===== src/rtl/floor_request_scheduler.sv =====
// -----------------------------------------------------------------------------
// floor_request_scheduler
//
// Upstream stage of the elevator controller. Raw call buttons are
// synchronized, debounced and latched as pending requests. The next target
// floor is chosen with SCAN ordering: keep serving in the current direction
// while requests remain that way, then reverse.
//
// Optional build macro: REQ_CANCEL_EN
//   When defined, a fresh press on a floor that is already pending (and is
//   not the current floor) cancels that request instead of being ignored.
//
// Ports:
//   clk              clock
//   reset            asynchronous, active-high reset
//   call_btn         raw asynchronous call buttons, bit i = floor i
//   current_floor    floor reported by the controller
//   at_floor         controller is stopped at current_floor
//   requested_floor  registered target floor sent to the controller
//   req_valid        high while serving up or down
//   pending          latched outstanding requests
//   dir_up           last/active scan direction, 1 = up
// -----------------------------------------------------------------------------
module floor_request_scheduler #(
    parameter int NUM_FLOORS      = 10,
    parameter int FLOOR_W         = 4,
    parameter int DEBOUNCE_CYCLES = 4
) (
    input  logic                  clk,
    input  logic                  reset,
    input  logic [NUM_FLOORS-1:0] call_btn,
    input  logic [FLOOR_W-1:0]    current_floor,
    input  logic                  at_floor,
    output logic [FLOOR_W-1:0]    requested_floor,
    output logic                  req_valid,
    output logic [NUM_FLOORS-1:0] pending,
    output logic                  dir_up
);

    // Counter only has to reach DEBOUNCE_CYCLES-1; the sample that would
    // take it to DEBOUNCE_CYCLES flips the debounced level instead.
    localparam int               CNT_W    = (DEBOUNCE_CYCLES > 1) ? $clog2(DEBOUNCE_CYCLES) : 1;
    localparam logic [CNT_W-1:0] CNT_LAST = CNT_W'(DEBOUNCE_CYCLES - 1);

    typedef enum logic [1:0] {
        S_IDLE,
        S_SERVE_UP,
        S_SERVE_DOWN
    } state_t;

    logic [NUM_FLOORS-1:0] r_sync1;
    logic [NUM_FLOORS-1:0] r_sync2;
    logic [NUM_FLOORS-1:0] r_deb;
    logic [CNT_W-1:0]      r_cnt [NUM_FLOORS];
    logic [NUM_FLOORS-1:0] r_pending;
    state_t                r_state;
    logic [FLOOR_W-1:0]    r_requested_floor;
    logic                  r_req_valid;
    logic                  r_dir_up;

    logic [NUM_FLOORS-1:0] w_flip;
    logic [NUM_FLOORS-1:0] w_press;
    logic [NUM_FLOORS-1:0] w_is_cur;
    logic [NUM_FLOORS-1:0] w_above;
    logic [NUM_FLOORS-1:0] w_below;
    logic [NUM_FLOORS-1:0] w_pending_next;
    logic [FLOOR_W-1:0]    w_up_target;
    logic [FLOOR_W-1:0]    w_down_target;
    logic [FLOOR_W-1:0]    w_next_target;
    logic                  w_next_dir;
    logic                  w_any_above;
    logic                  w_any_below;
    state_t                w_next_state;

    // -------------------------------------------------------------------------
    // Two-flop synchronizer
    // -------------------------------------------------------------------------
    // NOTE: clocked state uses non-blocking assignments so every flop samples
    // the pre-edge value of its neighbours, which is what makes the two
    // synchronizer stages a real two-cycle delay.
    always_ff @(posedge clk or posedge reset) begin
        if (reset) begin
            r_sync1 <= '0;
            r_sync2 <= '0;
        end else begin
            r_sync1 <= call_btn;
            r_sync2 <= r_sync1;
        end
    end

    // -------------------------------------------------------------------------
    // Debounce: the level flips on the DEBOUNCE_CYCLES-th consecutive
    // synchronized sample that disagrees with it. The press pulse is asserted
    // in that same cycle so pending sets together with the debounced level.
    // -------------------------------------------------------------------------
    always_comb begin
        for (int i = 0; i < NUM_FLOORS; i++) begin
            w_flip[i]  = (r_sync2[i] != r_deb[i]) && (r_cnt[i] == CNT_LAST);
            w_press[i] = w_flip[i] && r_sync2[i];
        end
    end

    // NOTE: the per-bit counter array is ordinary flops, not a RAM, so it is
    // cleared on reset like every other register here.
    always_ff @(posedge clk or posedge reset) begin
        if (reset) begin
            r_deb <= '0;
            for (int i = 0; i < NUM_FLOORS; i++) begin
                r_cnt[i] <= '0;
            end
        end else begin
            for (int i = 0; i < NUM_FLOORS; i++) begin
                if (r_sync2[i] == r_deb[i]) begin
                    r_cnt[i] <= '0;
                end else if (w_flip[i]) begin
                    r_deb[i] <= r_sync2[i];
                    r_cnt[i] <= '0;
                end else begin
                    r_cnt[i] <= r_cnt[i] + CNT_W'(1);
                end
            end
        end
    end

    // -------------------------------------------------------------------------
    // Pending requests. An out-of-range current_floor matches no bit, so it
    // clears nothing. Clearing at the current floor beats a same-cycle set.
    // -------------------------------------------------------------------------
    always_comb begin
        for (int i = 0; i < NUM_FLOORS; i++) begin
            w_is_cur[i] = (int'(current_floor) == i);
        end
`ifdef REQ_CANCEL_EN
        w_pending_next = ((r_pending | w_press) & ~(w_press & r_pending & ~w_is_cur))
                         & ~({NUM_FLOORS{at_floor}} & w_is_cur);
`else
        w_pending_next = (r_pending | w_press) & ~({NUM_FLOORS{at_floor}} & w_is_cur);
`endif
    end

    always_ff @(posedge clk or posedge reset) begin
        if (reset) begin
            r_pending <= '0;
        end else begin
            r_pending <= w_pending_next;
        end
    end

    // -------------------------------------------------------------------------
    // Candidate sets and nearest target in each direction
    // -------------------------------------------------------------------------
    // NOTE: every signal written in a combinational block gets a default at
    // the top, so no path through the loops or the case can infer a latch.
    always_comb begin
        w_above       = '0;
        w_below       = '0;
        w_up_target   = '0;
        w_down_target = '0;
        for (int i = 0; i < NUM_FLOORS; i++) begin
            w_above[i] = r_pending[i] && (i > int'(current_floor));
            w_below[i] = r_pending[i] && (i < int'(current_floor));
        end
        // Descending scan leaves the lowest set index in above.
        for (int i = NUM_FLOORS - 1; i >= 0; i--) begin
            if (w_above[i]) begin
                w_up_target = FLOOR_W'(i);
            end
        end
        // Ascending scan leaves the highest set index in below.
        for (int i = 0; i < NUM_FLOORS; i++) begin
            if (w_below[i]) begin
                w_down_target = FLOOR_W'(i);
            end
        end
    end

    assign w_any_above = |w_above;
    assign w_any_below = |w_below;

    // -------------------------------------------------------------------------
    // SCAN state machine: next state, then target/direction for that state
    // -------------------------------------------------------------------------
    always_comb begin
        w_next_state  = r_state;
        w_next_target = current_floor;
        w_next_dir    = r_dir_up;

        case (r_state)
            S_IDLE: begin
                // With work on both sides, resume the last direction.
                if (w_any_above && (r_dir_up || !w_any_below)) begin
                    w_next_state = S_SERVE_UP;
                end else if (w_any_below) begin
                    w_next_state = S_SERVE_DOWN;
                end
            end
            S_SERVE_UP: begin
                if (w_any_above) begin
                    w_next_state = S_SERVE_UP;
                end else if (w_any_below) begin
                    w_next_state = S_SERVE_DOWN;
                end else begin
                    w_next_state = S_IDLE;
                end
            end
            S_SERVE_DOWN: begin
                if (w_any_below) begin
                    w_next_state = S_SERVE_DOWN;
                end else if (w_any_above) begin
                    w_next_state = S_SERVE_UP;
                end else begin
                    w_next_state = S_IDLE;
                end
            end
            default: begin
                w_next_state = S_IDLE;
            end
        endcase

        case (w_next_state)
            S_SERVE_UP: begin
                w_next_target = w_up_target;
                w_next_dir    = 1'b1;
            end
            S_SERVE_DOWN: begin
                w_next_target = w_down_target;
                w_next_dir    = 1'b0;
            end
            default: begin
                // Idle target equals the current floor so the controller holds.
                w_next_target = current_floor;
            end
        endcase
    end

    always_ff @(posedge clk or posedge reset) begin
        if (reset) begin
            r_state           <= S_IDLE;
            r_requested_floor <= '0;
            r_req_valid       <= 1'b0;
            r_dir_up          <= 1'b1;
        end else begin
            r_state           <= w_next_state;
            r_requested_floor <= w_next_target;
            r_req_valid       <= (w_next_state != S_IDLE);
            r_dir_up          <= w_next_dir;
        end
    end

    assign requested_floor = r_requested_floor;
    assign req_valid       = r_req_valid;
    assign pending         = r_pending;
    assign dir_up          = r_dir_up;

endmodule


===== config.mk =====
export PLATFORM = sky130hd
export DESIGN_NAME = floor_request_scheduler
export DESIGN_NICKNAME = d
export VERILOG_FILES = /design/src/rtl/floor_request_scheduler.sv
export SDC_FILE = /design/constraint.sdc
export NUM_CORES = 1
export LEC_CHECK = 0
export CAP_MARGIN = 15
export CORE_MARGIN = 8
export CORE_UTILIZATION = 30
export DETAILED_ROUTE_END_ITERATION = 10
export SETUP_SLACK_MARGIN = 0.3
export SYNTH_ARGS = -nofsm -noshare
export SYNTH_HDL_FRONTEND = slang
export SYNTH_SLANG_ARGS = --single-unit

===== constraint.sdc =====
create_clock -name clk -period 6.1 [get_ports clk]
set_clock_uncertainty 0.1 [all_clocks]
set_input_delay 0.61 -clock clk [delete_from_list [all_inputs] [get_ports clk]]
set_output_delay 0.61 -clock clk [all_outputs]
set_load 0.02 [all_outputs]

==> flow_summary.json, run 1 <==
{
  "core-area_mm2": 0.01014,
  "synth_edf_count": 0,
  "place.gp.congestion": 0.8569,
  "dp_slack_ns": 1.671,
  "final_common_cell": "dfrtp_1",
  "rows": 37,
  "vias": 2158,
  "worstSetupPathType": "input port to flop",
  "status": "finished clean",
  "synth_area_leader_cell": "dfrtp_1",
  "layout_common_cells": "dfrtp_1 (67), clkdlybuf4s50_1 (32), nand2_1 (22), nor2_1 (17), o21ai_0 (17)",
  "clock_path_buffers": 2,
  "power.leakage_nw": 1.572,
  "period_minus_slack_ns": 4.130,
  "area_growth_pct": 21.04,
  "syn_nets": 306,
  "use_met2": 0.1524,
  "first_global_vias": 2173,
  "root_buffer": "clkbuf_8",
  "syn_avg_cell_area_um2": 11.12,
  "cts_tree": "yes",
  "grt_pass1_wl_um": 10500,
  "grt.busiest_layer": "met2",
  "grt.total_usage": 0.09778,
  "arrival_ns": 4.26,
  "routed_wl_um": 6055,
  "dieHeight_um": 117.1,
  "synth_area_leaders": "dfrtp_1 (55%), ha_1 (5.3%), xnor2_1 (2.9%)",
  "gr-usage-met3": 0.03181,
  "wl_per_cell_um": 13.46,
  "start_kind": "input port",
  "critical_path_required_ns": 6.23,
  "worst_slew_pin_slew_ns": 0.9360,
  "power_density_mw_per_mm2": 480.6,
  "worstPathMaxFanout": 27,
  "cp-end-kind": "flop",
  "die-area_mm2": 0.01372,
  "io_pins": 33,
  "dp.cells": 434,
  "final_cells": 450,
  "fin_tns_setup_ns": 0,
  "cts_resized": 0,
  "place.detailed.hpwl_um": 4236,
  "maxCapViolations": 0,
  "slew_viol_final": 0,
  "max_freq_mhz": 242.2,
  "crit_path_max_incr_delay_ns": 0.89,
  "drive_gt1_frac": 0.09873,
  "syn-cell-area_mm2": 0.003068,
  "htreeDepth": 3,
  "avgViaCountPerCell": 4.796,
  "ant_nets": 0,
  "first_iter_violations": 120,
  "ys_types": 54,
  "nets": 339,
  "max_slew_margin": 0.3740,
  "start_util": 0.3026,
  "grt.met1_usage": 0.1225,
  "antenna_found_initial": 0,
  "netlist_instances": 276,
  "hold_viol": 0,
  "ys_async_sr_fraction": 1.000,
  "final-setup-viol-count": 0,
  "grt_max_degree": 69,
  "insertedDiodeCount": 0,
  "clock-sinks": 68,
  "path_cells": "clkdlybuf4s50_1 -> or4b_4 -> o21ai_2 -> nor2_2 -> nor4b_4 -> a211o_1 -> ha_1 -> nand2b_1 -> and4_1 -> a21oi_1 -> o221a_1 -> a221o_1",
  "grt_setup_unrepaired": "no",
  "whs_ns": 0.2441,
  "path_clk_slew_ns": 0.09,
  "cpMaxStageDelayCell": "clkdlybuf4s50_1",
  "cts_setup_buffers": 0,
  "grt-ovfl-total": 0,
  "portBuffers": 32,
  "yosys_warnings": 0,
  "clk_latency_ns": 0.34,
  "yosysTopAreaCellShare": 0.5465,
  "cts_buffers": 9,
  "finalWorstSetupSlack_ns": 1.971,
  "dr.pass1.iters": 4,
  "fin_crit_sh": 0.6770,
  "drc": 0,
  "synthFlopType": "dfrtp_1",
  "fin_util": 0.3663,
  "peakVddDrop_mv": 0.1324,
  "synth-seq-cells": 68,
  "die_w_um": 117.1,
  "cts-hold-fix-buffers": 0,
  "hold_path.class": "flop to flop",
  "seq_area_frac_synth": 0.5551
}
## metrics by stage
stage,power (W),cell area (um2)
2_1_floorplan,0.001155,3068
3_3_place_gp,0.001366,3490
3_5_place_dp,0.001384,3490
4_1_cts,0.001810,3714
5_1_grt,0.001925,3714
6_report,0.001785,3714
## state kept, by name, summed over array words and instances (netlist names)
signal	count
r_sync1	10
r_state	2
pending	10
r_sync2	10
r_deb	10
dir_up	1
r_cnt	20
req_valid	1
requested_floor	4
## metal layers
layer | up-vias | wire (um)
li1 | 1045 | -
met1 | 1038 | 2714
met2 | 69 | 2868
met3 | 6 | 409
met4 | 0 | 61
met5 | - | 0
## logic make-up after synthesis
kind of cell / after synthesis / share of synthesized area
xor+xnor: 10 / 0.02855
fa+ha+maj: 13 / 0.05302
buf+inv: 28 / 0.04567
compound gates: 69 / 0.1640
flops: 68 / 0.5551
simple gates: 88 / 0.1538
## synth_stat cells (all sizes together) (4+ instances only)
cell	count
nand2b	4
nor2b	13
nand3	5
dfrtp	67
xnor2	10
o21ai	18
nand2	22
o32a	4
a21oi	8
ha	13
o211ai	5
buf	8
nor3	12
nor2	21
a211oi	4
inv	17
a31oi	7
## worst paths after layout
path	from	endpoint	slack, ns	depth (start not counted)
hold / removal	r_sync1[0]	r_sync2[0]	0.24	0
min in group asynchronous	reset	r_sync1[5]	0.74	3
setup reg to reg	pending[5]	requested_floor[0]	2.86	11
setup / recovery	current_floor[1]	requested_floor[0]	1.97	12
hold reg to reg	r_sync1[0]	r_sync2[0]	0.24	0
max in group asynchronous	reset	r_sync1[1]	4.61	3
## critical path: cells and delay by family
kind            cells  cell delay (ns)
simple gates        5             1.37
compound gates      5             0.92
buf+inv             1             0.89
fa+ha+maj           1             0.46
## power by group
group          switching [W]  internal [W]  total (W)
Combinational       0.000325      0.000312   0.000637
Clock               0.000174      0.000241   0.000415
Sequential          0.000132      0.000600   0.000732
## area by class of cell
class / instances / area, um2
fillers: 1008 / 6425
inverters: 17 / 63.81
clock inverters: 6 / 86.33
clock buffers: 10 / 137.6
flip-flops and latches: 68 / 1703
repair buffers: 33 / 327.8
multi-input cells: 180 / 1225
well taps: 136 / 170.2
Power figures use the tool's default switching activity.
==> run 2: changes to the inputs <==
==> constraint.sdc (replaced) <==
create_clock -name clk -period 3.65 [get_ports clk]
set_clock_uncertainty 0.1 [all_clocks]
set_input_delay 0.365 -clock clk [delete_from_list [all_inputs] [get_ports clk]]
set_output_delay 0.365 -clock clk [all_outputs]
set_load 0.02 [all_outputs]
==> flow_summary.json, run 2 (same netlist as run 1, synthesis figures left out) <==
{
  "p_switching_w": 0.001077,
  "clk_latency_ns": 0.34,
  "fin_crit_sh": 0.8764,
  "hold_path.class": "flop to flop",
  "nets": 350,
  "fin_tns_setup_ns": 0,
  "path_cells": "clkdlybuf4s50_1 -> buf_12 -> or4b_4 -> o21ai_2 -> nor2_2 -> nor4b_4 -> a211o_1 -> ha_1 -> nand2b_1 -> and4_1 -> a21oi_1 -> o221a_1 -> a221o_1",
  "path_clk_slew_ns": 0.09,
  "ant_nets": 0,
  "crit_path_max_incr_delay_ns": 0.53,
  "drc": 0,
  "avgViaCountPerCell": 4.811,
  "arrival_ns": 3.33,
  "max_slew_margin": 0.5125,
  "dieHeight_um": 117.1,
  "internal_power_w": 0.001935,
  "wl_per_cell_um": 13.61,
  "place_area_mm2": 0.003585,
  "critical_path_required_ns": 3.79,
  "seqPwrFrac": 0.408,
  "worst_slew_pin_slew_ns": 0.7302,
  "slew_viol_final": 0,
  "drive_gt1_frac": 0.1323,
  "netSwitchingFraction": 0.3576,
  "peakVddDrop_mv": 0.2469,
  "start_kind": "input port",
  "cp.buffers_inverters": 2,
  "cp-end-kind": "flop",
  "clock-sinks": 68,
  "layout_common_cells": "dfrtp_1 (67), clkdlybuf4s50_1 (31), nand2_1 (22), nor2_1 (17), o21ai_0 (17)",
  "insertedDiodeCount": 0,
  "grt_pass1_wl_um": 10810,
  "start_util": 0.3026,
  "top_register": "r_cnt",
  "root_buffer": "clkbuf_8",
  "clock_path_buffers": 2,
  "place.gp.congestion": 0.8643,
  "clock_power_share": 0.230,
  "final_common_cell": "dfrtp_1",
  "htreeDepth": 3,
  "maxCapViolations": 0,
  "fill_cells": 975,
  "area_growth_pct": 24.31,
  "cts_buffers": 9,
  "first_iter_violations": 76,
  "vias": 2218,
  "die_w_um": 117.1,
  "max_freq_mhz": 312.6,
  "grt_setup_unrepaired": "no",
  "routed_wl_um": 6273,
  "place.detailed.hpwl_um": 4605,
  "dr.pass1.iters": 5,
  "cts_setup_buffers": 0,
  "final-setup-viol-count": 0,
  "cp_top_family": "simple AND/OR/NAND/NOR gates",
  "finalInstanceArea_mm2": 0.003814,
  "worstPathMaxFanout": 18,
  "die-area_mm2": 0.01372,
  "antenna_found_initial": 0,
  "period_minus_slack_ns": 3.199,
  "portBuffers": 32,
  "cts_tree": "yes",
  "cpMaxStageDelayCell": "or4b_4",
  "power_w": 0.003012,
  "core-area_mm2": 0.01014,
  "first_global_vias": 2247,
  "pwr-share-comb": 0.361,
  "status": "finished clean",
  "hold_viol": 0,
  "grt-ovfl-total": 0,
  "grt_max_degree": 37,
  "grt.total_usage": 0.1019,
  "power_density_mw_per_mm2": 789.7,
  "largest_register_ffs": 20,
  "rows": 37,
  "power.leakage_nw": 1.630,
  "io_pins": 33,
  "worstSetupPathType": "input port to flop"
}
==> run 2: cell count changes in the layout (fill, tap and decap cells not counted) <==
cell             before  now
buf_4                 1   11
clkinvlp_4            1    3
clkinv_4              0    1
clkinv_2              2    0
dlymetal6s2s_1        0    1
buf_12                0    1
or2_1                 1    0
or2_4                 0    1
clkbuf_8             10    9
clkdlybuf4s50_1      32   31
==> run 2: final cells by class <==
type                            instances  area (um2)  area share
Clock buffer                            9       123.9     0.03248
Clock inverter                          7       100.1     0.02625
Sequential cell                        68        1703      0.4465
Multi-Input combinational cell        180        1227      0.3219
Inverter                               17       63.81     0.01673
Tap cell                              136       170.2     0.04462
Timing Repair Buffer                   44       425.4      0.1115
==> run 2: path summary, 6_finish.rpt <==
kind | from | end | slack, ns | depth (start not counted)
hold / removal | r_sync1[4] | r_sync2[4] | 0.25 | 0
min in group asynchronous | reset | r_deb[5] | 0.37 | 2
max in group asynchronous | reset | dir_up | 2.29 | 3
setup / recovery | current_floor[3] | requested_floor[0] | 0.45 | 13
setup reg to reg | pending[5] | requested_floor[0] | 0.61 | 11
hold reg to reg | r_sync1[4] | r_sync2[4] | 0.25 | 0
==> run 2: routing by layer <==
| layer | global-route usage | part of all wire | up-vias |
|---|---|---|---|
| li1 | - | - | 1070 |
| met1 | 0.1290 | 0.47 | 1089 |
| met2 | 0.1547 | 0.46 | 49 |
| met3 | 0.02668 | 0.052 | 10 |
| met4 | 0.05802 | 0.019 | 0 |
| met5 | 0 | 0 | - |
==> run 2: timing repair <==
item | CTS | global route
hold endpoints to repair | 0 | 0
endpoints found under the setup margin | 0 | 1
hold buffers | 0 | 0
gates resized for setup | 0 | 2
==> run 2: power by group through the flow <==
stage / combinational [W] / sequential (W) / clock (W)
2_1_floorplan: 0.000649 / 0.00128 / 0
3_3_place_gp: 0.00107 / 0.00123 / 0
3_5_place_dp: 0.00109 / 0.00125 / 0
4_1_cts: 0.00110 / 0.00123 / 0.000721
5_1_grt: 0.00122 / 0.00128 / 0.000746
6_report: 0.00109 / 0.00123 / 0.000694
==> run 2: per-stage QoR <==
stage                     cells  setup WS, ns  hold slack [ns]    util
final                       461        0.4513           0.2477  0.3762
after global routing        461        0.3499           0.2612  0.3762
after CTS                   461        0.4400           0.2453  0.3757
after detailed placement    445       0.06771           0.2347  0.3536
after global placement      445        0.1345           0.2318  0.3536
after floorplan             276        0.5129           0.2312       -
